### config.mk
export PLATFORM = sky130hd
export DESIGN_NAME = keyboard_renderer_flat
export DESIGN_NICKNAME = d
export VERILOG_FILES = /design/src/rtl/keyboard_renderer_pkg.sv /design/src/rtl/keyboard_renderer_if.sv /design/src/rtl/keyboard_renderer_scanner.sv /design/src/rtl/keyboard_renderer.sv /design/src/flat_wrapper.sv
export SDC_FILE = /design/constraint.sdc
export NUM_CORES = 1
export LEC_CHECK = 0
export BUFFER_PORTS_ARGS = -buffer_cell sky130_fd_sc_hd__buf_2
export CORE_ASPECT_RATIO = 2
export CORE_MARGIN = 4
export CORE_UTILIZATION = 59
export CTS_CLUSTER_DIAMETER = 100
export CTS_CLUSTER_SIZE = 12
export DETAILED_ROUTE_END_ITERATION = 10
export PLACE_DENSITY = 0.81
export SYNTH_ARGS = -nofsm -noshare
export SYNTH_HDL_FRONTEND = slang
export SYNTH_SLANG_ARGS = --single-unit
### constraint.sdc
create_clock -name iClock -period 3 [get_ports iClock]
set_input_delay 0.15 -clock iClock [delete_from_list [all_inputs] [get_ports iClock]]
set_output_delay 0.15 -clock iClock [all_outputs]
set_load 0.1 [all_outputs]
### src/rtl/keyboard_renderer_pkg.sv
`default_nettype none
// ============================================================================
// Module  : kb_pkg
// Brief   : Shared colours, screen size, FSM states and dirty-key priority pick
// Rev     : 1.0
// ============================================================================
package kb_pkg;

   localparam logic [2:0] WHITE = 3'b111;
   localparam logic [2:0] BLACK = 3'b000;
   localparam logic [2:0] GREEN = 3'b010;

   localparam int SCREEN_W = 160;
   localparam int SCREEN_H = 120;
   localparam int MAX_KEYS = 16;

   typedef enum logic [1:0] {
      ST_INIT = 2'd0,
      ST_SCAN = 2'd1,
      ST_DRAW = 2'd2,
      ST_IDLE = 2'd3
   } kb_state_t;

   // Index of the lowest set bit; zero when nothing is set.
   function automatic logic [3:0] lowest_dirty(input logic [MAX_KEYS-1:0] dirty);
      logic [3:0] idx;
      idx = '0;
      for (int k = MAX_KEYS - 1; k >= 0; k--) begin
         if (dirty[k]) idx = 4'(k);
      end
      return idx;
   endfunction

endpackage
`default_nettype wire

### src/rtl/keyboard_renderer_if.sv
`default_nettype none
// ============================================================================
// Module  : keyboard_renderer_if
// Brief   : Key/refresh control inputs and VGA pixel port of the renderer
// Rev     : 1.0
// ============================================================================
interface keyboard_renderer_if #(
   parameter int NUM_KEYS = 7
) ();

   logic [NUM_KEYS-1:0] iKeys;
   logic [2:0]          iPressColour;
   logic                iRefresh;
   logic                iFull;
   logic [7:0]          oX;
   logic [6:0]          oY;
   logic [2:0]          oColour;
   logic                oPlot;
   logic                oDone;

   modport master (
      output iKeys, iPressColour, iRefresh, iFull,
      input  oX, oY, oColour, oPlot, oDone
   );

   modport slave (
      input  iKeys, iPressColour, iRefresh, iFull,
      output oX, oY, oColour, oPlot, oDone
   );

endinterface
`default_nettype wire

### src/rtl/keyboard_renderer_scanner.sv
`default_nettype none
// ============================================================================
// Module  : rect_scanner
// Brief   : Row-major W x H pixel counter with clear, enable and last flag
// Rev     : 1.0
// ============================================================================
module rect_scanner #(
   parameter  int W  = 8,
   parameter  int H  = 64,
   localparam int XW = (W > 1) ? $clog2(W) : 1,
   localparam int YW = (H > 1) ? $clog2(H) : 1
) (
   input  wire logic          iClock,
   input  wire logic          iResetn,
   input  wire logic          i_clear,
   input  wire logic          i_enable,
   output logic      [XW-1:0] o_xcnt,
   output logic      [YW-1:0] o_ycnt,
   output logic               o_last
);

   logic [XW-1:0] r_x;
   logic [YW-1:0] r_y;
   logic          w_x_end;
   logic          w_y_end;

   assign w_x_end = (r_x == XW'(W - 1));
   assign w_y_end = (r_y == YW'(H - 1));

   always_ff @(posedge iClock) begin
      if (!iResetn || i_clear) begin
         r_x <= '0;
         r_y <= '0;
      end else if (i_enable) begin
         if (w_x_end) begin
            r_x <= '0;
            r_y <= w_y_end ? '0 : r_y + 1'b1;
         end else begin
            r_x <= r_x + 1'b1;
         end
      end
   end

   assign o_xcnt = r_x;
   assign o_ycnt = r_y;
   assign o_last = w_x_end && w_y_end;

endmodule
`default_nettype wire

### src/rtl/keyboard_renderer.sv
`default_nettype none
// ============================================================================
// Module  : keyboard_renderer
// Brief   : Draws a row of keys on the 160x120 VGA adapter, redrawing only
//           keys whose colour changed since they were last drawn
// Rev     : 1.0
// ============================================================================
module keyboard_renderer
   import kb_pkg::*;
#(
   parameter int         NUM_KEYS    = 7,
   parameter int         KEY_W       = 8,
   parameter int         KEY_H       = 64,
   parameter int         KEY_PITCH   = 10,
   parameter int         X_ORIGIN    = 40,
   parameter int         Y_ORIGIN    = 30,
   parameter logic [2:0] IDLE_COLOUR = WHITE
) (
   input  wire logic           iClock,
   input  wire logic           iResetn,
   keyboard_renderer_if.slave  bus
);

   localparam int KW = (NUM_KEYS > 1) ? $clog2(NUM_KEYS) : 1;
   localparam int XW = (KEY_W > 1) ? $clog2(KEY_W) : 1;
   localparam int YW = (KEY_H > 1) ? $clog2(KEY_H) : 1;

   generate
      if ((X_ORIGIN + (NUM_KEYS - 1) * KEY_PITCH + KEY_W > SCREEN_W) ||
          (Y_ORIGIN + KEY_H > SCREEN_H)) begin : g_geom_check
         $error("keyboard_renderer: key row does not fit on the screen");
      end
      if ((NUM_KEYS < 1) || (NUM_KEYS > MAX_KEYS)) begin : g_count_check
         $error("keyboard_renderer: NUM_KEYS must be 1..16");
      end
   endgenerate

   kb_state_t                     r_state;
   logic [NUM_KEYS-1:0][2:0]      r_saved;
   logic [NUM_KEYS-1:0][2:0]      r_target;
   logic [NUM_KEYS-1:0]           r_dirty;
   logic [KW-1:0]                 r_cur_key;
   logic                          r_plot;
   logic                          r_done;

   logic [NUM_KEYS-1:0][2:0]      w_snap_target;
   logic [NUM_KEYS-1:0]           w_snap_dirty;
   logic [XW-1:0]                 w_xcnt;
   logic [YW-1:0]                 w_ycnt;
   logic                          w_last;
   logic                          w_scan_clear;
   logic                          w_scan_en;
   logic [8:0]                    w_x_sum;
   logic [8:0]                    w_y_sum;

   assign w_scan_clear = (r_state == ST_SCAN);
   assign w_scan_en    = (r_state == ST_DRAW);

   rect_scanner #(
      .W (KEY_W),
      .H (KEY_H)
   ) u_scanner (
      .iClock   (iClock),
      .iResetn  (iResetn),
      .i_clear  (w_scan_clear),
      .i_enable (w_scan_en),
      .o_xcnt   (w_xcnt),
      .o_ycnt   (w_ycnt),
      .o_last   (w_last)
   );

   always_comb begin
      w_snap_target = '0;
      w_snap_dirty  = '0;
      for (int k = 0; k < NUM_KEYS; k++) begin
         w_snap_target[k] = bus.iKeys[k] ? bus.iPressColour : IDLE_COLOUR;
         w_snap_dirty[k]  = bus.iFull || (w_snap_target[k] != r_saved[k]);
      end
   end

   always_ff @(posedge iClock) begin
      if (!iResetn) begin
         r_state   <= ST_INIT;
         r_cur_key <= '0;
         r_plot    <= 1'b0;
         r_done    <= 1'b0;
      end else begin
         case (r_state)
            ST_INIT: begin
               for (int k = 0; k < NUM_KEYS; k++) begin
                  r_saved[k]  <= IDLE_COLOUR;
                  r_target[k] <= IDLE_COLOUR;
               end
               r_dirty <= '1;
               r_plot  <= 1'b0;
               r_done  <= 1'b0;
               r_state <= ST_SCAN;
            end
            ST_SCAN: begin
               if (|r_dirty) begin
                  r_cur_key <= KW'(lowest_dirty(16'(r_dirty)));
                  r_plot    <= 1'b1;
                  r_state   <= ST_DRAW;
               end else begin
                  r_done    <= 1'b1;
                  r_state   <= ST_IDLE;
               end
            end
            ST_DRAW: begin
               if (w_last) begin
                  r_saved[r_cur_key] <= r_target[r_cur_key];
                  r_dirty[r_cur_key] <= 1'b0;
                  r_plot             <= 1'b0;
                  r_state            <= ST_SCAN;
               end
            end
            ST_IDLE: begin
               // Targets are captured only here, so input changes during a draw are ignored.
               if (bus.iRefresh) begin
                  r_target <= w_snap_target;
                  r_dirty  <= w_snap_dirty;
                  r_done   <= 1'b0;
                  r_state  <= ST_SCAN;
               end
            end
            default: begin
               r_plot  <= 1'b0;
               r_done  <= 1'b0;
               r_state <= ST_INIT;
            end
         endcase
      end
   end

   assign w_x_sum = 9'(X_ORIGIN) + 9'(r_cur_key) * 9'(KEY_PITCH) + 9'(w_xcnt);
   assign w_y_sum = 9'(Y_ORIGIN) + 9'(w_ycnt);

   assign bus.oX      = (r_state == ST_DRAW) ? w_x_sum[7:0]        : 8'(X_ORIGIN);
   assign bus.oY      = (r_state == ST_DRAW) ? w_y_sum[6:0]        : 7'(Y_ORIGIN);
   assign bus.oColour = (r_state == ST_DRAW) ? r_target[r_cur_key] : IDLE_COLOUR;
   assign bus.oPlot   = r_plot;
   assign bus.oDone   = r_done;

endmodule
`default_nettype wire

### src/flat_wrapper.sv
// flat-port wrapper written by rule: the top's interface ports become plain ports
module keyboard_renderer_flat import kb_pkg::*;
#(
   parameter int         NUM_KEYS    = 7,
   parameter int         KEY_W       = 8,
   parameter int         KEY_H       = 64,
   parameter int         KEY_PITCH   = 10,
   parameter int         X_ORIGIN    = 40,
   parameter int         Y_ORIGIN    = 30,
   parameter logic [2:0] IDLE_COLOUR = WHITE
)
  (iClock, iResetn, bus_iKeys, bus_iPressColour, bus_iRefresh, bus_iFull, bus_oX, bus_oY, bus_oColour, bus_oPlot, bus_oDone);
  keyboard_renderer_if #(.NUM_KEYS(NUM_KEYS)) bus_i ();
  input  wire logic iClock;
  input  wire logic iResetn;
  input wire logic [$bits(bus_i.iKeys)-1:0] bus_iKeys;
  input wire logic [$bits(bus_i.iPressColour)-1:0] bus_iPressColour;
  input wire logic [$bits(bus_i.iRefresh)-1:0] bus_iRefresh;
  input wire logic [$bits(bus_i.iFull)-1:0] bus_iFull;
  output wire logic [$bits(bus_i.oX)-1:0] bus_oX;
  output wire logic [$bits(bus_i.oY)-1:0] bus_oY;
  output wire logic [$bits(bus_i.oColour)-1:0] bus_oColour;
  output wire logic [$bits(bus_i.oPlot)-1:0] bus_oPlot;
  output wire logic [$bits(bus_i.oDone)-1:0] bus_oDone;
  assign bus_i.iKeys = bus_iKeys;
  assign bus_i.iPressColour = bus_iPressColour;
  assign bus_i.iRefresh = bus_iRefresh;
  assign bus_i.iFull = bus_iFull;
  assign bus_oX = bus_i.oX;
  assign bus_oY = bus_i.oY;
  assign bus_oColour = bus_i.oColour;
  assign bus_oPlot = bus_i.oPlot;
  assign bus_oDone = bus_i.oDone;
  keyboard_renderer #(.NUM_KEYS(NUM_KEYS), .KEY_W(KEY_W), .KEY_H(KEY_H), .KEY_PITCH(KEY_PITCH), .X_ORIGIN(X_ORIGIN), .Y_ORIGIN(Y_ORIGIN), .IDLE_COLOUR(IDLE_COLOUR)) u_core (.iClock(iClock), .iResetn(iResetn), .bus(bus_i));
endmodule
Word level (Yosys, flattened, before mapping)
Index checks and enable logic that the tools add are counted.
{"block": "word_totals", "regBits": 65, "latch_bits": 0, "mem_bits_rw": 0, "rom_bits": 0, "inputBits": 14, "wordCells": 116, "n_memories": 0}
{"block": "op_classes", "addsub": 5, "mul": 1, "div_mod_pow": 0, "n_lt_le_gt_ge": 2, "n_eq_ne": 16, "shift": 0, "muxes": 43, "bitwise_logic": 2, "reduce_logical": 26}
{"cell": "$pmux 21 s2", "count": 2}
{"cell": "$mux 3", "count": 18}
{"cell": "$mux 21", "count": 2}
{"cell": "$bwmux 21", "count": 1}
{"cell": "$mux 7", "count": 3}
{"cell": "$ne 3x3->1", "count": 7}
{"cell": "$pmux 7 s3", "count": 1}
{"cell": "$reduce_and 3->1", "count": 4}
{"cell": "$bmux 3 s3", "count": 1}
{"cell": "$demux 3 s3", "count": 1}
{"cell": "$reduce_bool 3->1", "count": 3}
{"cell": "$add 6x7->8 const A", "count": 1}
{"cell": "$add 8x3->8", "count": 1}
{"cell": "$logic_or 1x1->1", "count": 8}
{"cell": "$mux 8", "count": 1}
{"cell": "$pmux 2 s4", "count": 1}
{"cell": "$add 5x6->7 const A", "count": 1}
{"cell": "$and 7x7->7", "count": 1}
{"cell": "$not 7->7", "count": 1}
{"cell": "$reduce_or 7->1", "count": 1}
{"cell": "$add 6x1->6 const B", "count": 1}
{"cell": "$eq 6x6->1 const B", "count": 1}
{"cell": "$mul 3x3->6 const B", "count": 1}
{"cell": "$mux 1", "count": 6}
{"cell": "other kinds (18)", "count": 27}

Depth between registers and ports, before layout
Gate-level depths: netlist (run 1).
{"block": "logic_depth", "ltp_word": 8, "ltp_mapped": 6, "depth_no_buf": 6}

Cells and area by module
Synthesis (run 1) repeated with hierarchy kept, for this count alone.
{"block": "unflattened", "cells_unflattened": 385, "hier_area_um2": 3654.8}
{"mod": "keyboard_renderer", "n_inst": 1, "cells_each": 336, "area_each_um2": 3206.8, "seq_area_each_um2": 1611.5}
{"mod": "rect_scanner", "n_inst": 1, "cells_each": 49, "area_each_um2": 447.9, "seq_area_each_um2": 180.2}

Least setup slack after synthesis (run 1)
OpenSTA, ideal clock, no wires.
{"block": "synth_path", "path_type": "register to output", "start": "reg u_core.r_state[1]", "end": "out bus_oY[6]", "arrival_ns": 3.134, "setup_slack_ns": -0.284, "path_stages_with_launch": 5, "path_buffers": 2, "cell_sequence": "dfxtp_1 > buf_4 > nand2_1 > clkbuf_1 > a311oi_1"}
{"block": "synth_via", "elab_chain_len": 2}
{"item": "start: declaration", "line_no": "keyboard_renderer.sv:38", "rtl": "kb_state_t r_state;"}
{"item": "start signal: assignment", "line_no": "keyboard_renderer.sv:83", "rtl": "r_state <= ST_INIT;"}
{"item": "start signal: assignment", "line_no": "keyboard_renderer.sv:97", "rtl": "r_state <= ST_SCAN;"}
{"item": "start signal: assignment", "line_no": "keyboard_renderer.sv:103", "rtl": "r_state <= ST_DRAW;"}
{"item": "$eq 2x2->1", "line_no": "keyboard_renderer.sv:139", "rtl": "assign bus.oY = (r_state == ST_DRAW) ? w_y_sum[6:0] : 7'(Y_ORIGIN);"}
{"item": "$mux 7", "line_no": "keyboard_renderer.sv:139"}
{"item": "end: declaration", "line_no": "flat_wrapper.sv:21", "rtl": "output wire logic [$bits(bus_i.oY)-1:0] bus_oY;"}
No other way between the ends.

Final worst setup path (run 1)
{"block": "layout_path", "start": "reg u_core.r_cur_key[0]", "end": "out bus_oX[6]"}
{"block": "layout_via", "elab_chain_len": 4}
{"item": "start: declaration", "line_no": "keyboard_renderer.sv:42", "rtl": "logic [KW-1:0] r_cur_key;"}
{"item": "start signal: assignment", "line_no": "keyboard_renderer.sv:101", "rtl": "r_cur_key <= KW'(lowest_dirty(16'(r_dirty)));"}
{"item": "$mul 3x3->6", "line_no": "keyboard_renderer.sv:135", "rtl": "assign w_x_sum = 9'(X_ORIGIN) + 9'(r_cur_key) * 9'(KEY_PITCH) + 9'(w_xcnt);"}
{"item": "$add 6x7->8", "line_no": "keyboard_renderer.sv:135"}
{"item": "$add 8x3->8", "line_no": "keyboard_renderer.sv:135"}
{"item": "$mux 8", "line_no": "keyboard_renderer.sv:138", "rtl": "assign bus.oX = (r_state == ST_DRAW) ? w_x_sum[7:0] : 8'(X_ORIGIN);"}
{"item": "end: declaration", "line_no": "flat_wrapper.sv:20", "rtl": "output wire logic [$bits(bus_i.oX)-1:0] bus_oX;"}
No other way between the ends.

==> results.py, run 1 <==
metrics = {
    "outcome": {
        "outcome": "completed",
    },
    "die": {
        "start_util_pct": 60.90,
        "coreArea_sq_um": 6006,
        "die_area_sq_um": 7598,
        "row_count": 40,
        "die_h_um": 119.3,
        "die_x_um": 63.67,
        "io_pins": 34,
    },
    "global_route": {
        "grt_usage_pct": 26.77,
        "met2_usage_pct": 49.57,
        "use_met3_pct": 4.340,
        "grtUsageMet1_pct": 25.81,
        "grt_max_degree": 22,
        "antenna_found_initial": 0,
        "grt_busiest_layer": "met2",
        "grt_pass1_vias": 3170,
        "grt_pass1_wl_mm": 15.37,
        "gr-total-overflow": 0,
    },
    "route": {
        "drtAntennaViolNets": 0,
        "drt_wl_total_mm": 9.421,
        "wire_per_inst_um": 19.27,
        "via_count": 3144,
        "dr.pass1.iters": 5,
        "drc": 0,
        "drtIter0Drc": 216,
        "drt-vias-per-instance": 6.429,
    },
    "place": {
        "routabilityCongestion": 0.9340,
        "placed_area_sq_um": 3875,
        "place_hpwl_mm": 7.112,
        "io_buffers": 33,
    },
    "cells_and_area": {
        "area_growth_pct": 12.97,
        "post-route-util_pct": 68.79,
        "stdcell_area_sq_um": 4131,
        "n_antenna_cell": 0,
        "drive_gt1_share_pct": 13.85,
        "nets": 446,
    },
    "timing": {
        "fin_crit_ns": 2.725,
        "setup_viol": 0,
        "grt_setup_unrepaired": "false",
        "worst_pin_slew_ns": 1.117,
        "setup_tns_ns": 0,
        "maxSlewViolCount": 0,
        "clock.fmax_ghz": 0.3669,
        "relSlewSlack_pct": 25.56,
        "hold_viol": 0,
        "finalCritPeriodShare_pct": 90.85,
        "fin_skew_ns": 0.005879,
    },
    "power_and_ir_drop": {
        "p_sw_w": 0.0006209,
        "p_clk_share_pct": 39.7,
        "ir_drop_uv": 508.5,
        "swShare_pct": 27.40,
        "cellPowerDensity_nw_per_um2": 548.4,
        "combPwrFrac_pct": 14.2,
        "sequentialPowerShare_pct": 46.1,
        "cellLeakagePower_nw": 1.510,
        "p_int_w": 0.001645,
    },
    "synth": {
        "ys_async_sr_fraction_pct": 0,
        "yosys.area.top_type": "edfxtp_1",
        "synth_common_cells": "77 x nand2_1, 49 x edfxtp_1, 35 x a21oi_1",
        "synth_top_flop_cell": "edfxtp_1",
        "synth-edff-count": 49,
        "synth.avg_cell_area_sq_um": 9.450,
        "synthCells": 387,
        "yosysMostFrequentCell": "nand2_1",
        "syn-num-nets": 412,
        "synth.ff_latch_count": 65,
        "synth_sequential_area_ratio_pct": 48.99,
        "synth_area_sq_um": 3657,
        "synth.area.top_cells": "edfxtp_1 40%, dfxtp_1 8.8%, nand2_1 7.9%",
        "synth_cell_type_count": 55,
        "ys.warnings.count": 0,
        "synth_top_area_share_pct": 40.23,
    },
    "min_path": {
        "hp-class": "input pin to flip-flop",
        "min_path_cells": 2,
    },
    "clock_tree": {
        "clock-sinks": 65,
        "clk_path_buf_depth": 2,
        "hold_buffers": 0,
        "path_clk_slew_ns": 0.05,
        "cts_tree": "yes",
        "cts-buffers-inserted": 9,
        "cts-root-buf": "clkbuf_16",
        "ctsResizeCount": 0,
        "clock_latency_ns": 0.33,
        "postCtsSetupBuffers": 0,
        "htree_levels": 3,
    },
    "worst_setup_path": {
        "crit_fanout": 20,
        "rr_worst_depth": 6,
        "cpPeakStageDelay_ns": 0.74,
        "critPathSlowestCell": "dfxtp_1",
        "arrival_ns": 2.58,
        "crit_path_cell_trace": "ha_1 > a211o_1 > a21oi_1 > xor2_1 > nor2_1 > buf_2",
        "start_kind": "flip-flop",
        "cp_data_required_time_ns": 2.85,
        "worstSetupPathType": "flip-flop to output pin",
        "crit_path_end_kind": "output pin",
    },
    "job": {
        "drv_cap": 0,
    },
}
## area by class of cell
type / instances / area (sq um)
Sequential cell: 65 / 1792
Clock inverter: 4 / 20.02
Multi-Input combinational cell: 288 / 1730
Clock buffer: 12 / 236.5
Fill cell: 492 / 1874
Tap cell: 63 / 78.83
Timing Repair Buffer: 38 / 202.7
Inverter: 19 / 71.32
## final timing paths
| path | from | end | slack (ns) |
|---|---|---|---|
| setup reg to reg | u_core.u_scanner.o_xcnt[1]$_SDFFE_PP0P_ | u_core.r_dirty[6]$_DFFE_PP_ | 0.59 |
| setup / recovery | u_core.r_cur_key[0]$_SDFFE_PN0P_ | bus_oX[6] | 0.27 |
| hold reg to reg | u_core.bus.oPlot$_SDFFE_PN0P_ | u_core.bus.oPlot$_SDFFE_PN0P_ | 0.54 |
| hold / removal | bus_iKeys[4] | u_core.r_target[14]$_SDFFCE_PN1P_ | 0.11 |
## routing by layer
layer | wire length, um | vias up | share of wire [%]
met4 | 466 | 0 | 4.9
li1 | - | 1475 | -
met3 | 473 | 32 | 5.0
met1 | 3091 | 1506 | 33
met2 | 5389 | 131 | 57
met5 | 0 | - | 0
## flip-flops by register name, summed over array words and instances, names as in the netlist
name                     flops
u_core.u_scanner.o_ycnt      6
u_core.r_state               2
u_core.r_target             21
u_core.bus.oPlot             1
u_core.u_scanner.o_xcnt      3
u_core.bus.oDone             1
u_core.r_saved              21
u_core.r_dirty               7
u_core.r_cur_key             3
## worst max-delay path: cells and delay by family, from the launching register on
kind / cells / cell delay, ns
xor gates and xnor gates: 1 / 0.09
AOI/OAI and AO/OA: 2 / 0.50
DFF: 1 / 0.74
buffers and inverters: 1 / 0.43
adders and majority gates: 1 / 0.38
and+or+nand+nor: 1 / 0.09
## kinds of logic after synthesis
family          Yosys count  synth area share (%)
mux                       2                0.5474
buf+inv                  34                 4.037
flops                    65                 48.99
xor+xnor                 14                 3.353
fa+ha+maj                11                 3.969
simple gates            175                 23.64
compound gates           86                 15.46
## power by group through the flow
stage / Clock, W / Sequential, W / Combinational [W]
after floorplan: 0 / 0.00105 / 0.000235
after global placement: 0 / 0.00106 / 0.000311
after detailed placement: 0 / 0.00106 / 0.000318
after CTS: 0.000914 / 0.00104 / 0.000320
after global routing: 0.000953 / 0.00105 / 0.000349
final: 0.000899 / 0.00104 / 0.000321
## cell usage in the layout, fill, tap and decap left out, drive strengths merged, types with 7 or more instances in the layout
cell / n
xnor2: 9
o21ai: 7
dfxtp: 16
buf: 38
inv: 19
edfxtp: 49
clkbuf: 12
and2: 7
ha: 10
nand3: 16
nand2: 77
o211ai: 8
nor2: 27
a21oi: 35
## metrics by stage
stage               worst slack, ns  instances  power [W]  hold slack [ns]
floorplan                    0.3128        387   0.001282           0.2675
global placement             0.7069        473   0.001369           0.4353
detailed placement           0.6028        473   0.001379           0.4440
CTS                          0.2981        489   0.002277           0.1002
global route                 0.1066        489   0.002351           0.1171
finish                       0.2745        489   0.002266           0.1084
(Power assumes the default switching activity.)
==> run 2: changes to the inputs <==
RECOVER_POWER = 100   (was default)
==> run 2 against run 1 <==
  * Final cell count unchanged
  * Via count increased by 1.6%
  * Setup slack lost 0.049 ns
  * Hold slack better by 0.00070 ns
  * Clock power about the same
==> results.py, run 2 (same netlist as run 1, synthesis figures left out) <==
metrics = {
    "timing": {
        "maxSlewViolCount": 0,
        "fin_crit_ns": 2.774,
        "whs_ns": 0.1091,
        "clock.fmax_ghz": 0.3605,
        "hold_viol": 0,
        "fin_skew_ns": 0.006729,
        "setup_viol": 0,
        "grt_setup_unrepaired": "false",
        "relSlewSlack_pct": 22.80,
        "worst_pin_slew_ns": 1.163,
        "finalCritPeriodShare_pct": 92.47,
        "setup_tns_ns": 0,
    },
    "global_route": {
        "grt_pass1_wl_mm": 15.37,
        "gr-total-overflow": 0,
        "grt_pass1_vias": 3170,
        "grt_max_degree": 22,
        "grt_usage_pct": 26.77,
        "antenna_found_initial": 0,
    },
    "power_and_ir_drop": {
        "cellLeakagePower_nw": 1.487,
        "power_w": 0.002258,
        "cellPowerDensity_nw_per_um2": 551.3,
        "ir_drop_uv": 510.6,
    },
    "die": {
        "die_area_sq_um": 7598,
        "start_util_pct": 60.90,
        "io_pins": 34,
        "coreArea_sq_um": 6006,
        "row_count": 40,
        "die_x_um": 63.67,
        "die_h_um": 119.3,
    },
    "outcome": {
        "outcome": "completed",
    },
    "clock_tree": {
        "cts-buffers-inserted": 9,
        "clock-sinks": 65,
        "ctsResizeCount": 0,
        "clock_latency_ns": 0.33,
        "postCtsSetupBuffers": 0,
        "clk_path_buf_depth": 2,
        "hold_buffers": 0,
        "htree_levels": 3,
        "cts_tree": "yes",
        "path_clk_slew_ns": 0.05,
        "cts-root-buf": "clkbuf_16",
    },
    "worst_setup_path": {
        "worstSetupPathType": "flip-flop to output pin",
        "cp_data_required_time_ns": 2.85,
        "arrival_ns": 2.62,
        "start_kind": "flip-flop",
        "crit_fanout": 20,
        "crit_path_end_kind": "output pin",
    },
    "route": {
        "wire_per_inst_um": 19.31,
        "via_count": 3195,
        "drt_wl_total_mm": 9.445,
        "drc": 0,
        "drt-vias-per-instance": 6.534,
        "drtAntennaViolNets": 0,
        "dr.pass1.iters": 7,
        "drtIter0Drc": 194,
    },
    "cells_and_area": {
        "area_growth_pct": 11.97,
        "final-seq-area_sq_um": 1792,
        "layout_commonest_cell": "nand2_1",
        "fillers": 499,
        "nets": 446,
        "multi_input_area_sq_um": 1708,
        "n_antenna_cell": 0,
        "final_cell_mix": "77 x nand2_1, 49 x edfxtp_1, 34 x a21oi_1",
        "reg_top3": "u_core.r_saved: 21 flops, u_core.r_target: 21 flops, u_core.r_dirty: 7 flops",
        "drive_gt1_share_pct": 11.74,
    },
    "job": {
        "drv_cap": 0,
    },
    "place": {
        "place_hpwl_mm": 7.112,
        "io_buffers": 33,
        "routabilityCongestion": 0.9340,
    },
    "min_path": {
        "hp-class": "input pin to flip-flop",
    },
}
[run 2: cell types whose count changed in the layout (fill, tap and decap cells not counted), sizes merged]
cell / before / now
clkbuf: 12 / 35
buf: 38 / 15
[run 2: worst paths after layout]
check / cells after the start / endpoint / startpoint / slack (ns)
max: 6 / bus_oX[6] / u_core.r_cur_key[0]$_SDFFE_PN0P_ / 0.23
min reg2reg: 1 / u_core.r_cur_key[0]$_SDFFE_PN0P_ / u_core.r_dirty[0]$_DFFE_PP_ / 0.55
min: 2 / u_core.r_target[14]$_SDFFCE_PN1P_ / bus_iKeys[4] / 0.11
max reg2reg: 7 / u_core.r_saved[14]$_SDFFCE_PN1P_ / u_core.u_scanner.o_xcnt[1]$_SDFFE_PP0P_ / 0.47
[run 2: power breakdown]
group | internal, W | switching [W]
Combinational | 0.0000828 | 0.000230
Sequential | 0.00100 | 0.0000409
Clock | 0.000551 | 0.000349
Total | 0.00164 | 0.000620
[run 2: cell type report]
class / count / share of cell area (%)
Clock inverter: 4 / 0.4888
Tap cell: 63 / 1.925
Inverter: 19 / 1.742
Clock buffer: 12 / 5.775
Multi-Input combinational cell: 288 / 41.70
Sequential cell: 65 / 43.75
Timing Repair Buffer: 38 / 4.613
[run 2: per-layer routing]
layer	vias to the layer above	share of wire, %	routed length (um)	global-route usage [%]
met2	152	57	5354	49.57
li1	1473	-	-	-
met3	42	4.8	450	4.340
met1	1528	33	3097	25.81
met5	-	0	0	0
met4	0	5.7	543	18.81
[run 2: worst max-delay path, stage by stage, from the launching register on]
cell and delay, ns:
dfxtp_1 0.75, ha_1 0.39, a211o_1 0.31, a21oi_1 0.19, xor2_1 0.09, nor2_1 0.09
clkbuf_2 0.46
[run 2: metrics by stage]
stage / instances / utilization, % / instance area, sq um / setup slack (ns)
2_1_floorplan: 387 / - / 3664 / 0.3128
3_3_place_gp: 473 / 64.52 / 3875 / 0.7069
3_5_place_dp: 473 / 64.52 / 3875 / 0.6028
4_1_cts: 489 / 68.79 / 4131 / 0.2981
5_1_grt: 489 / 68.19 / 4095 / 0.06445
6_report: 489 / 68.19 / 4095 / 0.2258
==> run 3: changes to the inputs <==
ABC_AREA = 1   (was default)
CORE_UTILIZATION = 60   (was 59)
PLACE_DENSITY = 0.82   (was 0.81)
==> run 3 against run 2 <==
  * Area after synthesis increased by 2.1%
  * Flip-flop and latch count unchanged
  * Sequential power increased by 13%
  * Clock skew increased by 0.00067 ns
  * Sequential share of layout area decreased by 0.42 points
  * Largest cell class unchanged
  * Synthesized cell count increased by 21%
  * Die area increased by 0.32%
==> results.py, run 3 <==
metrics = {
    "synth": {
        "synth_sequential_area_ratio_pct": 48.01,
        "synth_top_flop_cell": "edfxtp_1",
        "synth-edff-count": 49,
        "synth_area_sq_um": 3732,
        "yosysMostFrequentCell": "nand2_1",
        "synth.area.top_cells": "edfxtp_1 39%, nand2_1 13%, dfxtp_1 8.6%",
        "synth_cell_type_count": 33,
        "synth_top_area_share_pct": 39.42,
        "syn-num-nets": 495,
        "ys_async_sr_fraction_pct": 0,
        "synth.ff_latch_count": 65,
        "ys.warnings.count": 0,
        "synth_common_cells": "134 x nand2_1, 62 x inv_1, 62 x nor2_1",
        "yosys.area.top_type": "edfxtp_1",
        "synthCells": 470,
        "synth.avg_cell_area_sq_um": 7.941,
    },
    "cells_and_area": {
        "layout_commonest_cell": "nand2_1",
        "area_growth_pct": 10.79,
        "final-seq-area_sq_um": 1792,
        "final_cell_mix": "135 x nand2_1, 63 x inv_1, 63 x nor2_1",
        "fillers": 513,
        "n_antenna_cell": 0,
        "nets": 533,
        "stdcell_area_sq_um": 4135,
        "drive_gt1_share_pct": 8.789,
        "reg_top3": "u_core.r_saved: 21 flops, u_core.r_target: 21 flops, u_core.r_dirty: 7 flops",
        "multi_input_area_sq_um": 1604,
    },
    "route": {
        "drc": 0,
        "wire_per_inst_um": 16.84,
        "via_count": 3360,
        "drt_wl_total_mm": 9.683,
        "drtAntennaViolNets": 0,
        "drtIter0Drc": 224,
        "drt-vias-per-instance": 5.843,
        "dr.pass1.iters": 5,
    },
    "timing": {
        "finalCritPeriodShare_pct": 89.73,
        "maxSlewViolCount": 0,
        "fin_crit_ns": 2.692,
        "clock.fmax_ghz": 0.3715,
        "setup_viol": 0,
        "worst_pin_slew_ns": 1.194,
        "setup_tns_ns": 0,
        "grt_setup_unrepaired": "false",
        "hold_viol": 0,
        "fin_skew_ns": 0.007397,
        "relSlewSlack_pct": 20.73,
    },
    "power_and_ir_drop": {
        "sequentialPowerShare_pct": 39.2,
        "combPwrFrac_pct": 30.8,
        "p_int_w": 0.001844,
        "ir_drop_uv": 576.9,
        "swShare_pct": 38.40,
        "p_clk_share_pct": 29.9,
        "cellLeakagePower_nw": 1.724,
        "cellPowerDensity_nw_per_um2": 723.9,
        "p_sw_w": 0.001150,
        "power_w": 0.002994,
    },
    "job": {
        "drv_cap": 0,
    },
    "place": {
        "routabilityCongestion": 0.8611,
        "place_hpwl_mm": 7.263,
        "placed_area_sq_um": 3945,
        "io_buffers": 33,
    },
    "clock_tree": {
        "cts-root-buf": "clkbuf_16",
        "clk_path_buf_depth": 2,
        "postCtsSetupBuffers": 0,
        "ctsResizeCount": 0,
        "htree_levels": 3,
        "path_clk_slew_ns": 0.05,
        "clock_latency_ns": 0.33,
        "cts-buffers-inserted": 9,
        "clock-sinks": 65,
        "cts_tree": "yes",
        "hold_buffers": 0,
    },
    "global_route": {
        "gr-total-overflow": 0,
        "grt_usage_pct": 27.37,
        "grt_pass1_wl_mm": 15.72,
        "grt_max_degree": 23,
        "grt_pass1_vias": 3341,
        "antenna_found_initial": 0,
    },
    "worst_setup_path": {
        "arrival_ns": 2.54,
        "start_kind": "flip-flop",
        "crit_path_end_kind": "output pin",
        "crit_fanout": 22,
        "cp_data_required_time_ns": 2.85,
        "worstSetupPathType": "flip-flop to output pin",
    },
    "die": {
        "coreArea_sq_um": 6006,
        "die_area_sq_um": 7623,
        "die_x_um": 63.77,
        "row_count": 40,
        "die_h_um": 119.5,
        "start_util_pct": 62.15,
        "io_pins": 34,
    },
    "min_path": {
        "hp-class": "input pin to flip-flop",
    },
    "outcome": {
        "outcome": "completed",
    },
}
## run 3: changes by cell type after synthesis, moves of 6 or more
| cell | previous run | this run |
|---|---|---|
| nand2_1 | 77 | 134 |
| inv_1 | 19 | 62 |
| nor2_1 | 27 | 62 |
| o21ai_0 | 6 | 20 |
| nand3_1 | 16 | 28 |
| and2_1 | 7 | 0 |
| xnor2_1 | 9 | 2 |
| nand2b_1 | 6 | 0 |
## run 3: per-layer routing
metal	vias up	global-route usage [%]	routed length, um
met1	1571	26.93	3294
met2	128	51.41	5367
met5	-	0	0
met4	0	15.70	551
li1	1622	-	-
met3	39	5.243	470
## run 3: power groups by stage
stage	Combinational (W)	Sequential, W	Clock (W)
2_1_floorplan	0.000704	0.00120	0
5_1_grt	0.00101	0.00118	0.000943
3_3_place_gp	0.000927	0.00119	0
3_5_place_dp	0.000941	0.00120	0
4_1_cts	0.000952	0.00118	0.000908
6_report	0.000923	0.00117	0.000896
## run 3: stage by stage
stage	utilization (%)	std cells	setup slack, ns	hold WS, ns
2_1_floorplan	-	470	0.09025	0.2735
6_report	68.85	575	0.3081	0.1176
3_5_place_dp	65.69	560	0.8874	0.4438
4_1_cts	69.83	575	0.5309	0.1007
5_1_grt	68.85	575	0.2397	0.1135
3_3_place_gp	65.69	560	0.9138	0.4436
## run 3: path summary, 6_finish.rpt
check	slack, ns	depth (start not counted)	from	to
worst min register to register	0.47	2	u_core.bus.oDone$_SDFFE_PN0P_	u_core.bus.oDone$_SDFFE_PN0P_
worst min-delay path	0.12	3	iResetn	u_core.bus.oPlot$_SDFFE_PN0P_
worst max-delay path	0.31	5	u_core.r_state[1]$_SDFFE_PN0P_	bus_oColour[1]
worst max register to register	0.44	6	u_core.r_state[1]$_SDFFE_PN0P_	u_core.r_saved[10]$_SDFFCE_PN1P_
## run 3: worst max-delay path, cell delays in order, from the launching register on
cell and delay [ns]:
dfxtp_1 0.44, inv_2 0.09, nor2_2 0.79, buf_4 0.37, nand4_1 0.12, clkbuf_2 0.39
## run 3: layout make-up
type                       instances  area share [%]
multi-input combinational        332           38.79
clock inverter                     2          0.2118
inverter                          64           5.809
tap                               63           1.906
sequential                        65           43.33
clock buffer                      13           5.809
timing repair buffer              36           4.145
## run 3: kinds of logic after synthesis
kind of cell / count (synthesis) / synth area share, %
xor gates and xnor gates: 5 / 1.174
buffers and inverters: 73 / 8.146
adders and majority gates: 11 / 3.889
and+or+nand+nor: 249 / 28.83
DFF: 65 / 48.01
AOI/OAI and AO/OA: 67 / 9.956
